$ cat src/rtl/jk_bank_driver.sv
// Loads an external bank of WIDTH JK flip-flops with a target word: pulses J/K, waits, verifies readback, retries.
// Optional macro JK_TOGGLE_EN: drive mismatching bits with the toggle code (j=k=1) instead of set/reset.
module jk_bank_driver #(
    parameter int WIDTH     = 4,
    parameter int SETTLE    = 1,
    parameter int MAX_RETRY = 2
) (
    input  logic             clk,
    input  logic             reset,
    input  logic             tgt_valid,
    output logic             tgt_ready,
    input  logic [WIDTH-1:0] tgt_data,
    input  logic [WIDTH-1:0] q_fb,
    output logic [WIDTH-1:0] j,
    output logic [WIDTH-1:0] k,
    output logic             busy,
    output logic             done,
    output logic             err
);

    typedef enum logic [1:0] {
        ST_IDLE,
        ST_DRIVE,
        ST_WAIT,
        ST_CHECK
    } state_t;

    localparam logic [3:0] SETTLE_LAST = 4'(SETTLE - 1);
    localparam logic [2:0] RETRY_LIMIT = 3'(MAX_RETRY);

    state_t           state;
    logic [WIDTH-1:0] target;
    logic [2:0]       retry_cnt;
    logic [3:0]       settle_cnt;

    // Returns {j, k} that move the bank from q to t in one clock.
    function automatic logic [2*WIDTH-1:0] excite(input logic [WIDTH-1:0] q,
                                                  input logic [WIDTH-1:0] t);
`ifdef JK_TOGGLE_EN
        return {q ^ t, q ^ t};
`else
        return {~q & t, q & ~t};
`endif
    endfunction

    // NOTE: every register here is assigned with <= so all updates in this block
    // see the pre-edge values; mixing in = would make results depend on statement order.
    always_ff @(posedge clk) begin
        if (reset) begin
            state      <= ST_IDLE;
            target     <= '0;
            retry_cnt  <= '0;
            settle_cnt <= '0;
            j          <= '0;
            k          <= '0;
            busy       <= 1'b0;
            done       <= 1'b0;
            err        <= 1'b0;
            tgt_ready  <= 1'b1;
        end else begin
            // J/K, done and err are single-cycle pulses unless a branch below sets them.
            j    <= '0;
            k    <= '0;
            done <= 1'b0;
            err  <= 1'b0;

            case (state)
                ST_IDLE: begin
                    if (tgt_valid && tgt_ready) begin
                        target    <= tgt_data;
                        retry_cnt <= '0;
                        {j, k}    <= excite(q_fb, tgt_data);
                        state     <= ST_DRIVE;
                        busy      <= 1'b1;
                        tgt_ready <= 1'b0;
                    end
                end

                ST_DRIVE: begin
                    settle_cnt <= SETTLE_LAST;
                    state      <= ST_WAIT;
                end

                ST_WAIT: begin
                    if (settle_cnt == 4'd0) begin
                        state <= ST_CHECK;
                    end else begin
                        settle_cnt <= settle_cnt - 4'd1;
                    end
                end

                ST_CHECK: begin
                    if (q_fb == target) begin
                        done      <= 1'b1;
                        state     <= ST_IDLE;
                        busy      <= 1'b0;
                        tgt_ready <= 1'b1;
                    end else if (retry_cnt != RETRY_LIMIT) begin
                        // Recompute from the bank's present state, not the original one.
                        retry_cnt <= retry_cnt + 3'd1;
                        {j, k}    <= excite(q_fb, target);
                        state     <= ST_DRIVE;
                    end else begin
                        err       <= 1'b1;
                        state     <= ST_IDLE;
                        busy      <= 1'b0;
                        tgt_ready <= 1'b1;
                    end
                end

                default: begin
                    state     <= ST_IDLE;
                    busy      <= 1'b0;
                    tgt_ready <= 1'b1;
                end
            endcase
        end
    end

endmodule
$ cat config.mk
export PLATFORM = sky130hd
export DESIGN_NAME = jk_bank_driver
export DESIGN_NICKNAME = d
export VERILOG_FILES = /design/src/rtl/jk_bank_driver.sv
export SDC_FILE = /design/constraint.sdc
export NUM_CORES = 1
export LEC_CHECK = 0
export BUFFER_PORTS_ARGS = -buffer_cell sky130_fd_sc_hd__buf_2
export CORE_MARGIN = 2
export CORE_UTILIZATION = 40
export DETAILED_ROUTE_END_ITERATION = 8
export PLACE_DENSITY = 0.65
export RECOVER_POWER = 25
export SLEW_MARGIN = 0
export SYNTH_ARGS = -nofsm -noshare
export SYNTH_HDL_FRONTEND = slang
export SYNTH_SLANG_ARGS = --single-unit
$ cat constraint.sdc
create_clock -name clk -period 2.19 [get_ports clk]
set_input_delay 0.5475 -clock clk [delete_from_list [all_inputs] [get_ports clk]]
set_output_delay 0.5475 -clock clk [all_outputs]
set_load 0.01 [all_outputs]
### Word level (Yosys, flattened, before mapping)

Cells that the tools add are included.

* muxes and demuxes: 29
* bitwise operators: 8
* $add $sub $neg: 2
* reduce and logical (&&, ||, !) cells: 12
* equal/unequal tests: 11

Operators by type and width (number)
* $mux 4: 7
* $pmux 4 s2: 3
* $and 4x4->4: 4
* $not 4->4: 3
* $mux 1: 10
* $ne 2x2->1 const B: 5
* $mux 3: 3
* $pmux 2 s4: 1
* $pmux 3 s2: 1
* $reduce_and 2->1: 3
* $eq 2x2->1 const B: 2
* $eq 4x4->1: 1
* $logic_not 4->1: 1
* $mux 2: 2
* $pmux 1 s2: 2
* $reduce_and 4->1: 1
* $reduce_bool 2->1: 2
* $sub 4x1->4 const B: 1
* $add 3x1->3 const B: 1
* $ne 3x2->1 const B: 1
* $ne 3x3->1 const B: 1
* $reduce_and 3->1: 1
* $reduce_or 3->1: 1
* $eq 2x1->1 const B: 1
* 4 further kinds: 4

* register bits: 25
* logic and storage cells: 72

### Logic depth before layout (Yosys ltp)

Gate-level depths: netlist of the first run.

* depth after elaboration: 5
* mapped depth: 7
* gate-level depth less buffers: 6

### Least setup slack after synthesis of the first run

Ideal clock, no wire load.

* kind: input to register
* start point: input q_fb[3]
* end point: register state[0]
* arrival time: 1666 ps
* setup time: 125 ps
* stages: 7
* buffers on the path: 1
* data required time: 2065 ps
* path slack: 400 ps
* cells stage by stage: inv_1 -> ha_1 -> nand4_2 -> and3_1 -> buf_2 -> nor4b_2 -> nor3_2

* longest elaborated chain between the ends: 3

RTL lines
* start: declaration: line 13 `input logic [WIDTH-1:0] q_fb,`
* $eq 4x4->1: line 93 `if (q_fb == target) begin`
* $mux 1: line 93
* $pmux 2 s4: line 67 `case (state)`
* end signal: assignment: line 73 `state <= ST_DRIVE;`
* end signal: assignment: line 95 `state <= ST_IDLE;`
* end signal: assignment: line 102 `state <= ST_DRIVE;`
* end: declaration: line 31 `state_t state;`

No other way between the ends.
A chain may end at the register's enable or synchronous reset.

### Worst setup path after layout of the first run

Same ends and word-level chain as after synthesis.

==> flow_metrics.tcl, run 1 <==
set metrics [dict create \
    p_switching_mw 0.515 \
    rows 20 \
    numCtsBuffers 3 \
    final_cell_mix "25 x dfxtp_1, 17 x nand2_1, 16 x a21oi_1" \
    setup_viol_count_final 0 \
    grt_antenna_before_repair 0 \
    seq_power_share_pct 43.5 \
    drt-initial-drc-count 76 \
    routedWlPerCell_um 11.9 \
    design_area_mm2 0.00145 \
    top_level_ports 23 \
    synthAdderAreaFrac_pct 14.5 \
    outcome "completed" \
    grt_pass1_wl_um 4600 \
    synth_ff_type "dfxtp_1" \
    synth_mux_area_share_pct 2.42 \
    post_drt_via_cell_ratio 5.09 \
    yosys_warnings 0 \
    crit_chain "buf_2, inv_1, ha_1, nand4_1, and3_1, nor4b_2, nor3_2" \
    cp_slowest_cell "and3_1" \
    drc 0 \
    slew_viol_final 0 \
    root_buffer "clkbuf_4" \
    finalPower_mw 1.29 \
    grt_max_degree 18 \
    die_w_um 60.8 \
    clk_pin_slew_worst_paths_ns 0.15 \
    hold_buffers 0 \
    areaGrowthSynthToFinish_pct 12.2 \
    worst-path-buf-inv 2 \
    syn_area_mm2 0.00129 \
    synth_compound_area_share_pct 12.5 \
    drive_gt1_share_pct 14.5 \
    fillCellCount 314 \
    yosys.area_share.xor_xnor_pct 0.679 \
    routed_wl_um 2590 \
    htreeDepth 1 \
    hold_viol 0 \
    antenna_left 0 \
    synthCells 152 \
    syn_nets 178 \
    pre_cts_slack_ns 0.190 \
    period_needed_ns 1.72 \
    slowest_delay_ns 0.38 \
    place.gp.congestion 0.891 \
    die_h_um 60.8 \
    cp.arrival_ns 1.94 \
    cts_setup_buffers 0 \
    worst-setup-path-type "input port to flop" \
    cap_violations 0 \
    comb_power_share_pct 39.8 \
    overflow 0 \
    final_common_cell "dfxtp_1" \
    core_mm2 0.00305 \
    synth_top_family_by_area "simple AND/OR/NAND/NOR gates" \
    dieArea_mm2 0.00370 \
    insertion_delay_ns 0.33 \
    cts_buffer_depth 2 \
    fin_skew_ns 0.0136 \
    syn_avg_cell_area_um2 8.49 \
    port_buffers 22 \
    timing.fmax_mhz 581 \
    synth_edf_count 0 \
    drt-pass1-iter-count 4 \
    clkPwrFrac_pct 16.8 \
    cp_data_required_time_ns 2.40 \
    crit_path_max_fanout 9 \
    rsz0062_at_grt "no" \
    crit_path_start_kind "input port" \
    grtUsageTotal_pct 16.7 \
    end_kind "flop" \
    slew_headroom_pct 76.4 \
    peakVddDrop_v 0.000473 \
    async_flop_share_pct 0 \
    start_util_pct 42.3 \
    place_area_mm2 0.00143 \
    vias 1105 \
    cts.sinks 25 \
    seq_area_frac_synth_pct 38.8 \
    leakage_nw 0.599 \
    hp-class "input port to flop" \
    yosys.area_share.simple_pct 24.9 \
    synth_cell_types 33 \
    min_period_over_period_pct 78.6 \
    p_int_mw 0.774 \
    hold_ws_ns 0.457 \
    utilization_pct 47.4 \
    setup_tns_ns 0 \
    stdcell_count 217 \
    synth_seq_cells 25 \
    power_density_mw_per_mm2 891 \
    grt_pass1_vias 1089 \
    dp_hpwl_um 1980 \
    switching_share_pct 40.0 \
    finalWorstSetupSlack_ns 0.469 \
    cp_top_family "simple AND/OR/NAND/NOR gates" \
    cts_resized 0 \
    diodes 0 \
    fin_nets 200 \
    dp_cells 213 \
    worst_pin_slew_ns 0.354 \
    cts_tree "yes" \
]
-- layer usage --
layer	vias up	track usage, %	wire length, um
met2	21	30.7	1280
met3	2	5.33	129
li1	560	-	-
met4	0	3.11	19
met1	522	18.9	1160
met5	-	0	0
-- tightest hold or removal path: stages --
cell	delay [ns]
buf_2	0.11
nand2_1	0.05
a21oi_1	0.05
-- path summary, 6_finish.rpt --
kind              depth (start not counted)  slack (ns)         to   startpoint
setup / recovery                          7        0.47   state[0]      q_fb[3]
hold / removal                            3        0.46  target[0]  tgt_data[0]
setup reg to reg                          5        0.47   state[0]    target[3]
hold reg to reg                           2        0.49  target[2]    target[2]
-- cell families (layout without fill, tap and decap cells) --
logic type	Yosys count	after routing
and+or+nand+nor	61	61
AOI/OAI and AO/OA	27	27
DFF	25	25
buffers and inverters	20	41
adders and majority gates	15	15
muxes	3	3
xor gates and xnor gates	1	1
-- final cells by class --
| type | instances | area, um2 | share of cell area [%] |
|---|---|---|---|
| clock inverter | 1 | 7.51 | 0.519 |
| sequential | 25 | 500 | 34.6 |
| tap | 44 | 55.1 | 3.80 |
| multi-input combinational | 107 | 704 | 48.7 |
| timing repair buffer | 22 | 101 | 7.00 |
| clock buffer | 3 | 22.5 | 1.56 |
| inverter | 15 | 56.3 | 3.89 |
-- sequential cells by signal, indices dropped and copies added (netlist names) --
| name | count |
|---|---|
| retry_cnt | 3 |
| tgt_ready | 1 |
| state | 2 |
| busy | 1 |
| err | 1 |
| settle_cnt | 4 |
| done | 1 |
| k | 4 |
| j | 4 |
| target | 4 |
-- Yosys cell counts, drive strengths merged, types with 3 or more instances --
library cell | n | area share [%]
nor3 | 9 | 3.9
inv | 15 | 4.4
ha | 15 | 15
nand2b | 4 | 1.9
nand3 | 6 | 2.3
or2 | 3 | 1.5
o21ai | 4 | 1.6
buf | 3 | 1.2
dfxtp | 25 | 39
a21oi | 17 | 6.9
nor2 | 11 | 3.2
nand4 | 3 | 1.9
a32oi | 3 | 2.0
nand2 | 17 | 4.9
-- power groups by stage --
stage               logic [mW]  registers (mW)  clock network (mW)
finish                   0.513           0.560               0.216
global route             0.592           0.570               0.244
CTS                      0.521           0.560               0.224
detailed placement       0.517           0.571                   0
global placement         0.508           0.568                   0
floorplan                0.392           0.574                   0
Note: power is estimated with default switching activity, not from simulation.
==> run 2: changes to the inputs <==
--- a/config.mk
+++ b/config.mk
@@ -9,7 +9,7 @@
 export CORE_MARGIN = 2
 export CORE_UTILIZATION = 40
 export DETAILED_ROUTE_END_ITERATION = 8
-export PLACE_DENSITY = 0.65
+export PLACE_DENSITY = 0.68
 export RECOVER_POWER = 25
 export SLEW_MARGIN = 0
 export SYNTH_ARGS = -nofsm -noshare
==> constraint.sdc (replaced) <==
create_clock -name clk -period 1.5 [get_ports clk]
set_input_delay 0.375 -clock clk [delete_from_list [all_inputs] [get_ports clk]]
set_output_delay 0.375 -clock clk [all_outputs]
set_load 0.01 [all_outputs]
==> flow_metrics.tcl, run 2 (synthesis results as in run 1) <==
set metrics [dict create \
    outcome "completed" \
    overflow 0 \
    slowest_delay_ns 0.41 \
    htreeDepth 1 \
    vias 1196 \
    rsz0062_at_grt "yes" \
    drt-initial-drc-count 28 \
    worst_pin_slew_ns 0.361 \
    slew_viol_final 0 \
    finalWorstSetupSlack_ns 0.0325 \
    drive_gt1_share_pct 35.8 \
    p_int_mw 1.36 \
    drc 0 \
    switching_share_pct 39.0 \
    root_buffer "clkbuf_4" \
    p_switching_mw 0.868 \
    design_area_mm2 0.00175 \
    crit_chain "inv_2, ha_4, or3b_4, nand2_4, mux2_4, nor2_1" \
    diodes 0 \
    grt_antenna_before_repair 0 \
    leakage_nw 0.732 \
    cts_buffer_depth 2 \
    port_buffers 22 \
    numCtsBuffers 3 \
    routed_wl_um 3060 \
    utilization_pct 57.3 \
    post_drt_via_cell_ratio 5.05 \
    cts_tree "yes" \
    hp-class "input port to flop" \
    clk_pin_slew_worst_paths_ns 0.13 \
    dp_hpwl_um 2410 \
    grt_pass1_vias 1194 \
    timing.fmax_mhz 681 \
    crit_path_start_kind "flop" \
    dieArea_mm2 0.00370 \
    fin_skew_ns 0.00510 \
    place.gp.congestion 0.830 \
    routedWlPerCell_um 12.9 \
    areaGrowthSynthToFinish_pct 35.7 \
    rows 20 \
    clkPwrFrac_pct 13.7 \
    hold_ws_ns 0.299 \
    crit_path_max_fanout 3 \
    min_period_over_period_pct 97.8 \
    hold_buffers 0 \
    cts.sinks 25 \
    cp.arrival_ns 1.74 \
    top_level_ports 23 \
    hold_viol 0 \
    comb_power_share_pct 49.2 \
    period_needed_ns 1.47 \
    drt-pass1-iter-count 4 \
    grt_max_degree 14 \
    setup_viol_count_final 0 \
    cp_slowest_cell "or3b_4" \
    antenna_left 0 \
    insertion_delay_ns 0.32 \
    worst-path-buf-inv 1 \
    cp_data_required_time_ns 1.77 \
    peakVddDrop_v 0.000736 \
    end_kind "flop" \
    die_w_um 60.8 \
    grtUsageTotal_pct 18.2 \
    pre_cts_slack_ns -0.154 \
    grt_pass1_wl_um 5010 \
    die_h_um 60.8 \
    cap_violations 0 \
    fin_nets 220 \
    cp_top_family "simple AND/OR/NAND/NOR gates" \
    worst-setup-path-type "flop to flop" \
    start_util_pct 42.3 \
    final_cell_mix "19 x dfxtp_1, 19 x buf_4, 16 x nand2_1, 16 x a21oi_1, 15 x buf_2" \
    power_density_mw_per_mm2 1270 \
    core_mm2 0.00305 \
    slew_headroom_pct 75.9 \
    seq_power_share_pct 37.1 \
    place_area_mm2 0.00167 \
    fillCellCount 296 \
]
[run 2: cell count changes in the layout (fill, tap and decap cells not counted), moves of 2 or more]
cell / delta
buf_4: +19
ha_1: -7
dfxtp_1: -6
dfxtp_2: +6
inv_1: -6
ha_4: +5
inv_2: +3
clkbuf_1: +2
ha_2: +2
[run 2: final timing paths]
check             slack [ns]             to          start  cells past startpoint
hold reg to reg         0.49      target[2]      target[2]                      2
setup / recovery        0.03  settle_cnt[0]  settle_cnt[1]                      6
setup reg to reg        0.03  settle_cnt[0]  settle_cnt[1]                      6
hold / removal          0.30      target[2]    tgt_data[2]                      3
[run 2: worst reg2reg max path, cell delays in order (launching register included)]
cell and delay, ns:
dfxtp_2 0.35, inv_2 0.06, ha_4 0.13, or3b_4 0.41, nand2_4 0.10, mux2_4 0.30, nor2_1 0.08
[run 2: routing by layer]
layer	GRT usage [%]	routed length [um]	part of all wire [%]
met5	0	0	0
met4	6.52	28	0.92
met3	3.41	78	2.6
met2	34.6	1720	56
met1	20.0	1230	40
[run 2: power by group through the flow]
stage,combinational [mW],clock (mW),sequential [mW]
2_1_floorplan,0.642,0,0.849
3_3_place_gp,0.970,0,0.824
3_5_place_dp,1.01,0,0.829
4_1_cts,1.02,0.322,0.814
5_1_grt,1.22,0.342,0.837
6_report,1.09,0.305,0.824
[run 2: cell type report]
cell class	count	area [um2]	area share [%]
Clock buffer	4	26.3	1.50
Inverter	15	76.3	4.36
Timing Repair Buffer	42	248	14.2
Multi-Input combinational cell	107	837	47.8
Sequential cell	25	508	29.0
Tap cell	44	55.1	3.15
[run 2: what timing repair did]
item | in CTS | in global routing
setup endpoints to repair | 2 | 11
gates resized for setup | 5 | 15
buffers inserted | 0 | 1
pin swaps | 2 | 0
[run 2: through the flow]
step | power [mW] | cells | setup TNS (ns)
floorplan | 1.49 | 152 | -0.0118
global placement | 1.79 | 232 | -0.136
detailed placement | 1.84 | 232 | -0.429
CTS | 2.16 | 236 | -0.00614
global route | 2.40 | 237 | -0.0706
finish | 2.22 | 237 | 0
